File: src/rtl/deser_frame_align.sv
// deser_frame_align: frame-clock driven bit-slip word alignment behind a 1:S LVDS deserializer
module deser_frame_align #(
  parameter int S = 7,
  parameter int D = 2,
  parameter logic [S-1:0] FRAME_PATTERN = 7'b1100011,
  parameter int LOCK_CNT = 16,
  parameter int UNLOCK_CNT = 4,
  parameter int ERR_W = 16
) (
  input  logic             clk,
  input  logic             reset,
  input  logic             enable,
  input  logic [S-1:0]     clk_data,
  input  logic [S*D-1:0]   rx_data,
  input  logic             err_clr,
  output logic [S*D-1:0]   aligned_data,
  output logic             data_valid,
  output logic [S-1:0]     sig,
  output logic [S-1:0]     mag,
  output logic             locked,
  output logic [2:0]       slip_pos,
  output logic [ERR_W-1:0] err_cnt
);
  localparam int MW = $clog2(LOCK_CNT + 1);
  localparam int NW = $clog2(UNLOCK_CNT + 1);
  localparam logic [MW-1:0] MATCH_LAST = MW'(LOCK_CNT - 1);
  localparam logic [NW-1:0] MISS_LAST = NW'(UNLOCK_CNT - 1);
  localparam logic [2:0] SLIP_LAST = 3'(S - 1);
  typedef enum logic [1:0] {SEARCH, VERIFY, LOCKED} state_t;
  state_t state, state_n;
  logic [S-1:0] q1_clk, q2_clk, cw;
  logic [S*D-1:0] q1_rx, q2_rx, rot_data;
  logic match, err_inc;
  logic [2:0] slip_n, slip_adv;
  logic [MW-1:0] match_cnt, match_n;
  logic [NW-1:0] miss_cnt, miss_n;
  logic [ERR_W-1:0] err_n;
  // window {newer, older}; candidate k takes S bits starting at bit k, so k=0 is the older word
  function automatic logic [S-1:0] rot(input logic [2*S-1:0] w, input logic [2:0] k);
    for (int i = 0; i < S; i++) rot[i] = w[i + int'(k)];
  endfunction
  assign cw = rot({q1_clk, q2_clk}, slip_pos);
  assign match = cw == FRAME_PATTERN;
  assign slip_adv = (slip_pos == SLIP_LAST) ? 3'd0 : slip_pos + 3'd1;
  for (genvar j = 0; j < D; j++) begin : g_line
    assign rot_data[j*S +: S] = rot({q1_rx[j*S +: S], q2_rx[j*S +: S]}, slip_pos);
  end
  assign sig = aligned_data[S-1:0];
  assign mag = aligned_data[2*S-1:S];
  // two-word input history feeding the rotation window
  always_ff @(posedge clk or posedge reset)
    if (reset) begin
      q1_clk <= '0;
      q2_clk <= '0;
      q1_rx <= '0;
      q2_rx <= '0;
    end else begin
      q1_clk <= clk_data;
      q2_clk <= q1_clk;
      q1_rx <= rx_data;
      q2_rx <= q1_rx;
    end
  // search / verify / locked decisions with match and miss hysteresis
  always_comb begin
    state_n = state;
    slip_n = slip_pos;
    match_n = match_cnt;
    miss_n = miss_cnt;
    err_inc = 1'b0;
    if (!enable) begin
      state_n = SEARCH;
      slip_n = 3'd0;
      match_n = '0;
      miss_n = '0;
    end else begin
      case (state)
        SEARCH: begin
          state_n = match ? ((LOCK_CNT == 1) ? LOCKED : VERIFY) : SEARCH;
          match_n = match ? MW'(1) : '0;
          slip_n = match ? slip_pos : slip_adv;
        end
        VERIFY: begin
          state_n = !match ? SEARCH : (match_cnt == MATCH_LAST) ? LOCKED : VERIFY;
          match_n = match ? match_cnt + 1'b1 : '0;
          slip_n = match ? slip_pos : slip_adv;
        end
        LOCKED: begin
          err_inc = !match;
          state_n = (!match && miss_cnt == MISS_LAST) ? SEARCH : LOCKED;
          miss_n = (match || miss_cnt == MISS_LAST) ? '0 : miss_cnt + 1'b1;
        end
        default: state_n = SEARCH;
      endcase
    end
    err_n = err_clr ? '0 : (err_inc && !(&err_cnt)) ? err_cnt + 1'b1 : err_cnt;
  end
  // alignment state and counters
  always_ff @(posedge clk or posedge reset)
    if (reset) begin
      state <= SEARCH;
      slip_pos <= 3'd0;
      match_cnt <= '0;
      miss_cnt <= '0;
      err_cnt <= '0;
    end else begin
      state <= state_n;
      slip_pos <= slip_n;
      match_cnt <= match_n;
      miss_cnt <= miss_n;
      err_cnt <= err_n;
    end
  // lock flag tracks the next state so it lines up with the word aligned this cycle
  always_ff @(posedge clk or posedge reset)
    if (reset) begin
      aligned_data <= '0;
      locked <= 1'b0;
      data_valid <= 1'b0;
    end else begin
      aligned_data <= rot_data;
      locked <= state_n == LOCKED;
      data_valid <= state_n == LOCKED;
    end
endmodule

File: config.mk
export PLATFORM = sky130hd
export DESIGN_NAME = deser_frame_align
export DESIGN_NICKNAME = d
export VERILOG_FILES = /design/src/rtl/deser_frame_align.sv
export SDC_FILE = /design/constraint.sdc
export NUM_CORES = 1
export LEC_CHECK = 0
export BUFFER_PORTS_ARGS = -buffer_cell sky130_fd_sc_hd__buf_2
export CAP_MARGIN = 20
export CELL_PAD_IN_SITES_DETAIL_PLACEMENT = 1
export CELL_PAD_IN_SITES_GLOBAL_PLACEMENT = 2
export CORE_MARGIN = 3
export CORE_UTILIZATION = 38
export CTS_CLUSTER_DIAMETER = 80
export DETAILED_ROUTE_END_ITERATION = 10
export GPL_TIMING_DRIVEN = 0
export HOLD_SLACK_MARGIN = 0.1
export PLACE_DENSITY_LB_ADDON = 0.1
export SYNTH_ARGS = -nofsm -noshare
export SYNTH_HDL_FRONTEND = slang
export SYNTH_SLANG_ARGS = --single-unit
File: constraint.sdc
create_clock -name clk -period 4.8 [get_ports clk]
set_input_delay 0.96 -clock clk [delete_from_list [all_inputs] [get_ports clk]]
set_output_delay 0.96 -clock clk [all_outputs]
set_load 0.005 [all_outputs]
==> results.ini, run 1 <==
[logic_synthesis]
ys_ff_latch = 86
synth.top_cells.by_count = dfrtp_1, nand2_1, mux4_2
ys_types = 55
ys.flop_type = dfrtp_1
synth_area_um2 = 4995
async_reset_ff_frac = 1.000
post_synth_inst_count = 435
synth.avg_cell_area_um2 = 11.48
synth_edf_count = 0
synth_top_area_cell = dfrtp_1
ys_warn_count = 0
synth_area_leaders = dfrtp_1, mux4_2, nand2_1, mux2i_1, ha_1
yosysMostFrequentCell = dfrtp_1
ys_seq_area_frac = 0.4309
yosys.area.top_type_share = 0.4309
syn_nets = 472

[clock_network]
clkLatencyLatePin_ns = 0.35
cts_root_buf = clkbuf_16
ctsLongestPathBuffers = 2
clk_pin_slew_ns = 0.06
cts_tree = yes
htreeDepth = 3
cts_inserted_buffers = 9
cts_sinks = 86

[pwr]
power.density_nw_per_um2 = 387.6
leakage_nw = 2.585
ir_drop_v = 0.0002865
p_total_w = 0.002320

[place]
place.gp.congestion = 0.8166
io_buffers = 73
place_area_um2 = 5605
dpl.cell_count = 681
dpl.hpwl_mm = 10.11
dpl_worst_slack_ns = -0.3997

[worst_setup_path]
worstPathMaxFanout = 28
critPathArrivalTime_ns = 4.54
startpoint_type = register
cp_slowest_stage_delay_ns = 0.62
critPathBufInv = 7
required_ns = 5.07
cp-end-kind = register
r2r_cells = 14
criticalPathCategory = register to register
path_cells = buf_6 -> buf_2 -> buf_4 -> buf_6 -> inv_1 -> ha_1 -> buf_2 -> mux4_2 -> o21ai_0 -> or4_4 -> nor3_4 -> buf_4 -> or4b_2 -> a21oi_1
cp_top_family = buffers and inverters
path_depth = 14
crit_slowest_cell = or4b_2

[timing]
setup_viol_count_final = 0
rsz0062_at_grt = no
maxSlewViolCount = 0
maxSlewHeadroom = 0.4829
fmaxAchievable_mhz = 234.1
worst_slew_pin_slew_ns = 0.7757
hold_violations = 0
worst_slack_ns = 0.5279
post-route-min-period_ns = 4.272
finClkSkew_ns = 0.006975
period_share = 0.8900

[floorplanning]
die_w_um = 120.7
start_util = 0.3926
rows = 41
core_um2 = 12720
dieArea_um2 = 14560
ios = 74
fp.dieH_um = 120.7

[cells_and_area]
utilization = 0.4705
diodes = 0
final_nets = 558
syn_to_final_growth_pct = 19.84
design_area_um2 = 5986
layout.cells.non_filler = 698
layout-drive-gt1-share = 0.3346

[grt]
grt_pass1_wl_mm = 22.44
grt_start_max_net_pins = 50
grt_overflow = 0
track_usage = 0.1989
antenna_found_initial = 0
grt_pass1_vias = 4098

[detailed_routing]
drc = 0
avgRoutedWirePerCell_um = 19.26
routed_wl_mm = 13.45
drtIter0Drc = 282
ant_nets = 0
drt_first_pass_iters = 5
num_vias = 3898
vias_per_cell = 5.585

[job]
maxCapViolCount = 0

[min_path]
hold_depth = 0
hold_path.class = register to register

[outcome]
status = completed

## layer usage
layer	GRT usage	vias to the layer above	routed length [um]
met5	0	-	0
met4	0.05595	0	157
met3	0.03648	13	485
met2	0.3287	75	6855
met1	0.2692	2010	5948
li1	-	1800	-
## registers in the layout, indices dropped and copies added (netlist names), 5 cells and up
name and count:
match_cnt 5, q2_clk 7, q2_rx 14, aligned_data 14
err_cnt 16, q1_clk 7, q1_rx 14
## power breakdown
| group | switching (W) | leakage (nW) | total [W] | internal, W |
|---|---|---|---|---|
| Clock | 0.000297 | 0.170 | 0.000808 | 0.000511 |
| Combinational | 0.000329 | 1.34 | 0.000669 | 0.000340 |
| Sequential | 0.0000537 | 1.07 | 0.000843 | 0.000789 |
| Total | 0.000680 | 2.58 | 0.00232 | 0.00164 |
## final timing paths
kind	slack [ns]	endpoint	start
max	0.53	miss_cnt[1]	slip_pos[0]
min	0.41	q2_clk[6]	q1_clk[6]
max reg2reg	0.53	miss_cnt[1]	slip_pos[0]
min reg2reg	0.41	q2_clk[6]	q1_clk[6]
max in group asynchronous	3.56	q1_rx[2]	reset
min in group asynchronous	0.64	q2_clk[0]	reset
## final cells by class
| class | count | area [um^2] |
|---|---|---|
| clock inverter | 7 | 121.4 |
| fill | 1432 | 6736 |
| tap | 172 | 215.2 |
| sequential | 86 | 2152 |
| inverter | 18 | 70.07 |
| multi-input combinational | 287 | 2520 |
| clock buffer | 9 | 225.2 |
| timing repair buffer | 77 | 415.4 |
| buffer | 42 | 266.5 |
## cells in the final DEF (no fill, tap or decap), types with 15 or more instances in the layout
cell and n:
a21oi_1 25, buf_2 82, buf_4 19, dfrtp_1 86
inv_1 17, mux2i_1 17, mux4_2 37, nand2_1 47
nand3_1 15, or4_1 16
## timing repair
| action | 4_1_cts | 5_1_grt |
|---|---|---|
| resized for setup | 4 | 1 |
| gates cloned | 0 | 0 |
| setup buffers | 3 | 0 |
| pin swaps | 1 | 0 |
| setup endpoints to repair | 33 | 19 |
| hold buffers | 0 | 0 |
## kinds of logic after synthesis
kind of cell,after synthesis,share of synthesized area
AND/OR/NAND/NOR,141,0.1533
AO/OA/AOI/OAI,70,0.09394
adder cells (fa/ha/maj),12,0.03006
XOR/XNOR,3,0.006765
multiplexers,61,0.2182
flip-flops,86,0.4309
buffers and inverters,62,0.06688
## through the flow
stage,hold WS (ns),TNS [ns]
finish,0.4123,0
global route,0.4371,0
CTS,0.4162,0
detailed placement,0.4042,-6.777
global placement,0.4057,-5.468
floorplan,0.3835,0
Note: power is estimated with default switching activity, not from simulation.
==> run 2, diff against run 1 <==
--- a/config.mk
+++ b/config.mk
@@ -9,9 +9,10 @@
 export CAP_MARGIN = 20
 export CELL_PAD_IN_SITES_DETAIL_PLACEMENT = 1
 export CELL_PAD_IN_SITES_GLOBAL_PLACEMENT = 2
+export CORE_ASPECT_RATIO = 1.1
 export CORE_MARGIN = 3
 export CORE_UTILIZATION = 38
-export CTS_CLUSTER_DIAMETER = 80
+export CTS_CLUSTER_DIAMETER = 120
 export DETAILED_ROUTE_END_ITERATION = 10
 export GPL_TIMING_DRIVEN = 0
 export HOLD_SLACK_MARGIN = 0.1
==> run 2 against run 1 <==
  * Worst setup slack got worse by 0.23 ns
  * Flip-flop and latch count unchanged
  * Sequential share of layout area increased by 0.46 points
  * Combinational power decreased by 0.7%
  * Die area about the same
  * Global-route usage decreased by 0.55 points
  * Clock power decreased by 12%
  * Critical path type unchanged
  * Critical endpoint is now slip_pos[0]
==> results.ini, run 2 (synthesis results as in run 1) <==
[worst_setup_path]
worstPathMaxFanout = 19  ; -32%
critPathArrivalTime_ns = 4.73  ; +0.19 ns
cp-end-kind = register
criticalPathCategory = register to register
required_ns = 5.03  ; -0.04 ns
startpoint_type = register
r2r_cells = 16  ; +2

[floorplanning]
dieArea_um2 = 14560  ; about the same
fp.dieH_um = 126.2  ; +4.6%
start_util = 0.3917  ; -0.0008860
core_um2 = 12750  ; +0.23%
rows = 43  ; +4.9%
ios = 74  ; unchanged
die_w_um = 115.3  ; -4.4%

[place]
dpl_worst_slack_ns = -0.3948  ; +0.004913 ns
place.gp.congestion = 0.8075  ; -1.1%
dpl.hpwl_mm = 10.05  ; -0.66%
io_buffers = 73  ; unchanged

[grt]
grt_pass1_vias = 3943  ; -3.8%
track_usage = 0.1933  ; -0.005546
grt_overflow = 0  ; unchanged
grt_pass1_wl_mm = 21.75  ; -3.1%
grt_start_max_net_pins = 55  ; +10%
antenna_found_initial = 0  ; unchanged

[detailed_routing]
ant_nets = 0  ; unchanged
avgRoutedWirePerCell_um = 19.54  ; +1.5%
num_vias = 3868  ; -0.77%
vias_per_cell = 5.663  ; +1.4%
drt_first_pass_iters = 4  ; -1
drc = 0  ; unchanged
drtIter0Drc = 182  ; -35%
routed_wl_mm = 13.35  ; -0.72%

[clock_network]
ctsLongestPathBuffers = 2  ; unchanged
cts_inserted_buffers = 9  ; unchanged
cts_tree = yes
cts.hold.buffers_added = 0  ; unchanged
htreeDepth = 3  ; unchanged
clk_pin_slew_ns = 0.06  ; about the same
cts_root_buf = clkbuf_16
clkLatencyLatePin_ns = 0.35  ; about the same
cts_sinks = 86  ; unchanged

[timing]
fmaxAchievable_mhz = 222.1  ; -5.1%
whs_ns = 0.4341  ; +0.02187 ns
rsz0062_at_grt = no
worst_slew_pin_slew_ns = 0.7485  ; -0.02727 ns
setup_viol_count_final = 0  ; unchanged
tns_ns = 0  ; unchanged
hold_violations = 0  ; unchanged
period_share = 0.9380  ; +0.04794
worst_slack_ns = 0.2978  ; -0.2301 ns
post-route-min-period_ns = 4.502  ; +0.2301 ns
finClkSkew_ns = 0.01005  ; +0.003078 ns
maxSlewHeadroom = 0.4986  ; +0.01572
maxSlewViolCount = 0  ; unchanged

[cells_and_area]
top_register = err_cnt
final_nets = 558  ; unchanged
syn_to_final_growth_pct = 18.34
diodes = 0  ; unchanged
utilization = 0.4635  ; -0.006950
layout_common_cells = dfrtp_1, buf_2, nand2_1, mux4_2, a21oi_1
mostFrequentLayoutCell = dfrtp_1
largest_register_ffs = 16  ; unchanged
nFillCells = 1390  ; -2.9%
layout-drive-gt1-share = 0.3327  ; -0.001901

[outcome]
status = completed

[min_path]
hold_depth = 0  ; unchanged
hold_path.class = register to register

[job]
maxCapViolCount = 0  ; unchanged

[pwr]
leakage_nw = 2.555  ; -1.2%
power.density_nw_per_um2 = 375.6  ; -3.1%
ir_drop_v = 0.0002804  ; -2.1%

## run 2: final timing paths
check                           slack (ns)          end         from
max in group asynchronous             3.58     q2_rx[4]        reset
min in group asynchronous             0.62    q2_clk[0]        reset
worst min register to register        0.43    q2_clk[6]    q1_clk[6]
worst max register to register        0.30  slip_pos[0]  slip_pos[0]
worst max-delay path                  0.30  slip_pos[0]  slip_pos[0]
worst min-delay path                  0.43    q2_clk[6]    q1_clk[6]
## run 2: worst max-delay path: stages (launching register included)
cell     delay [ns]
dfrtp_1        0.39
buf_6          0.17
buf_2          0.26
buf_4          0.27
buf_6          0.27
buf_4          0.25
inv_1          0.14
ha_1           0.40
buf_2          0.29
mux4_2         0.33
nand3_1        0.10
o21ai_0        0.09
or4_4          0.47
nor3_4         0.36
buf_6          0.20
nor2_1         0.08
mux2i_1        0.29
## run 2: routing by layer
metal | routed length (um) | part of all wire | GRT usage | up-vias
met1 | 5774 | 0.43 | 0.2551 | 1982
met5 | 0 | 0 | 0 | -
met3 | 489 | 0.037 | 0.04229 | 14
met2 | 6819 | 0.51 | 0.3174 | 82
met4 | 265 | 0.020 | 0.06008 | 0
li1 | - | - | - | 1790
## run 2: timing repair
action | in CTS | in global routing
pin swaps | 1 | 0
endpoints found under the setup margin | 35 | 7
setup buffers | 2 | 0
resized for setup | 4 | 1
## run 2: power by group
| group | switching, W | internal [W] | total [W] |
|---|---|---|---|
| Clock | 0.000295 | 0.000418 | 0.000712 |
| Sequential | 0.0000550 | 0.000789 | 0.000844 |
| Combinational | 0.000326 | 0.000338 | 0.000664 |
| Total | 0.000676 | 0.00154 | 0.00222 |
## run 2: per-stage QoR
stage | cell area [um^2] | total power (W) | std cells
2_1_floorplan | 4995 | 0.001296 | 435
3_3_place_gp | 5557 | 0.001511 | 665
3_5_place_dp | 5587 | 0.001526 | 666
4_1_cts | 5907 | 0.002254 | 683
5_1_grt | 5911 | 0.002345 | 683
6_report | 5911 | 0.002220 | 683
## run 2: cell type report
| type | count | area [um^2] | area share |
|---|---|---|---|
| Timing Repair Buffer | 76 | 407.9 | 0.06901 |
| Clock inverter | 5 | 58.81 | 0.009949 |
| Sequential cell | 86 | 2152 | 0.3641 |
| Inverter | 18 | 70.07 | 0.01185 |
| Buffer | 43 | 274.0 | 0.04636 |
| Clock buffer | 11 | 242.7 | 0.04107 |
| Tap cell | 157 | 196.4 | 0.03323 |
| Multi-Input combinational cell | 287 | 2509 | 0.4244 |
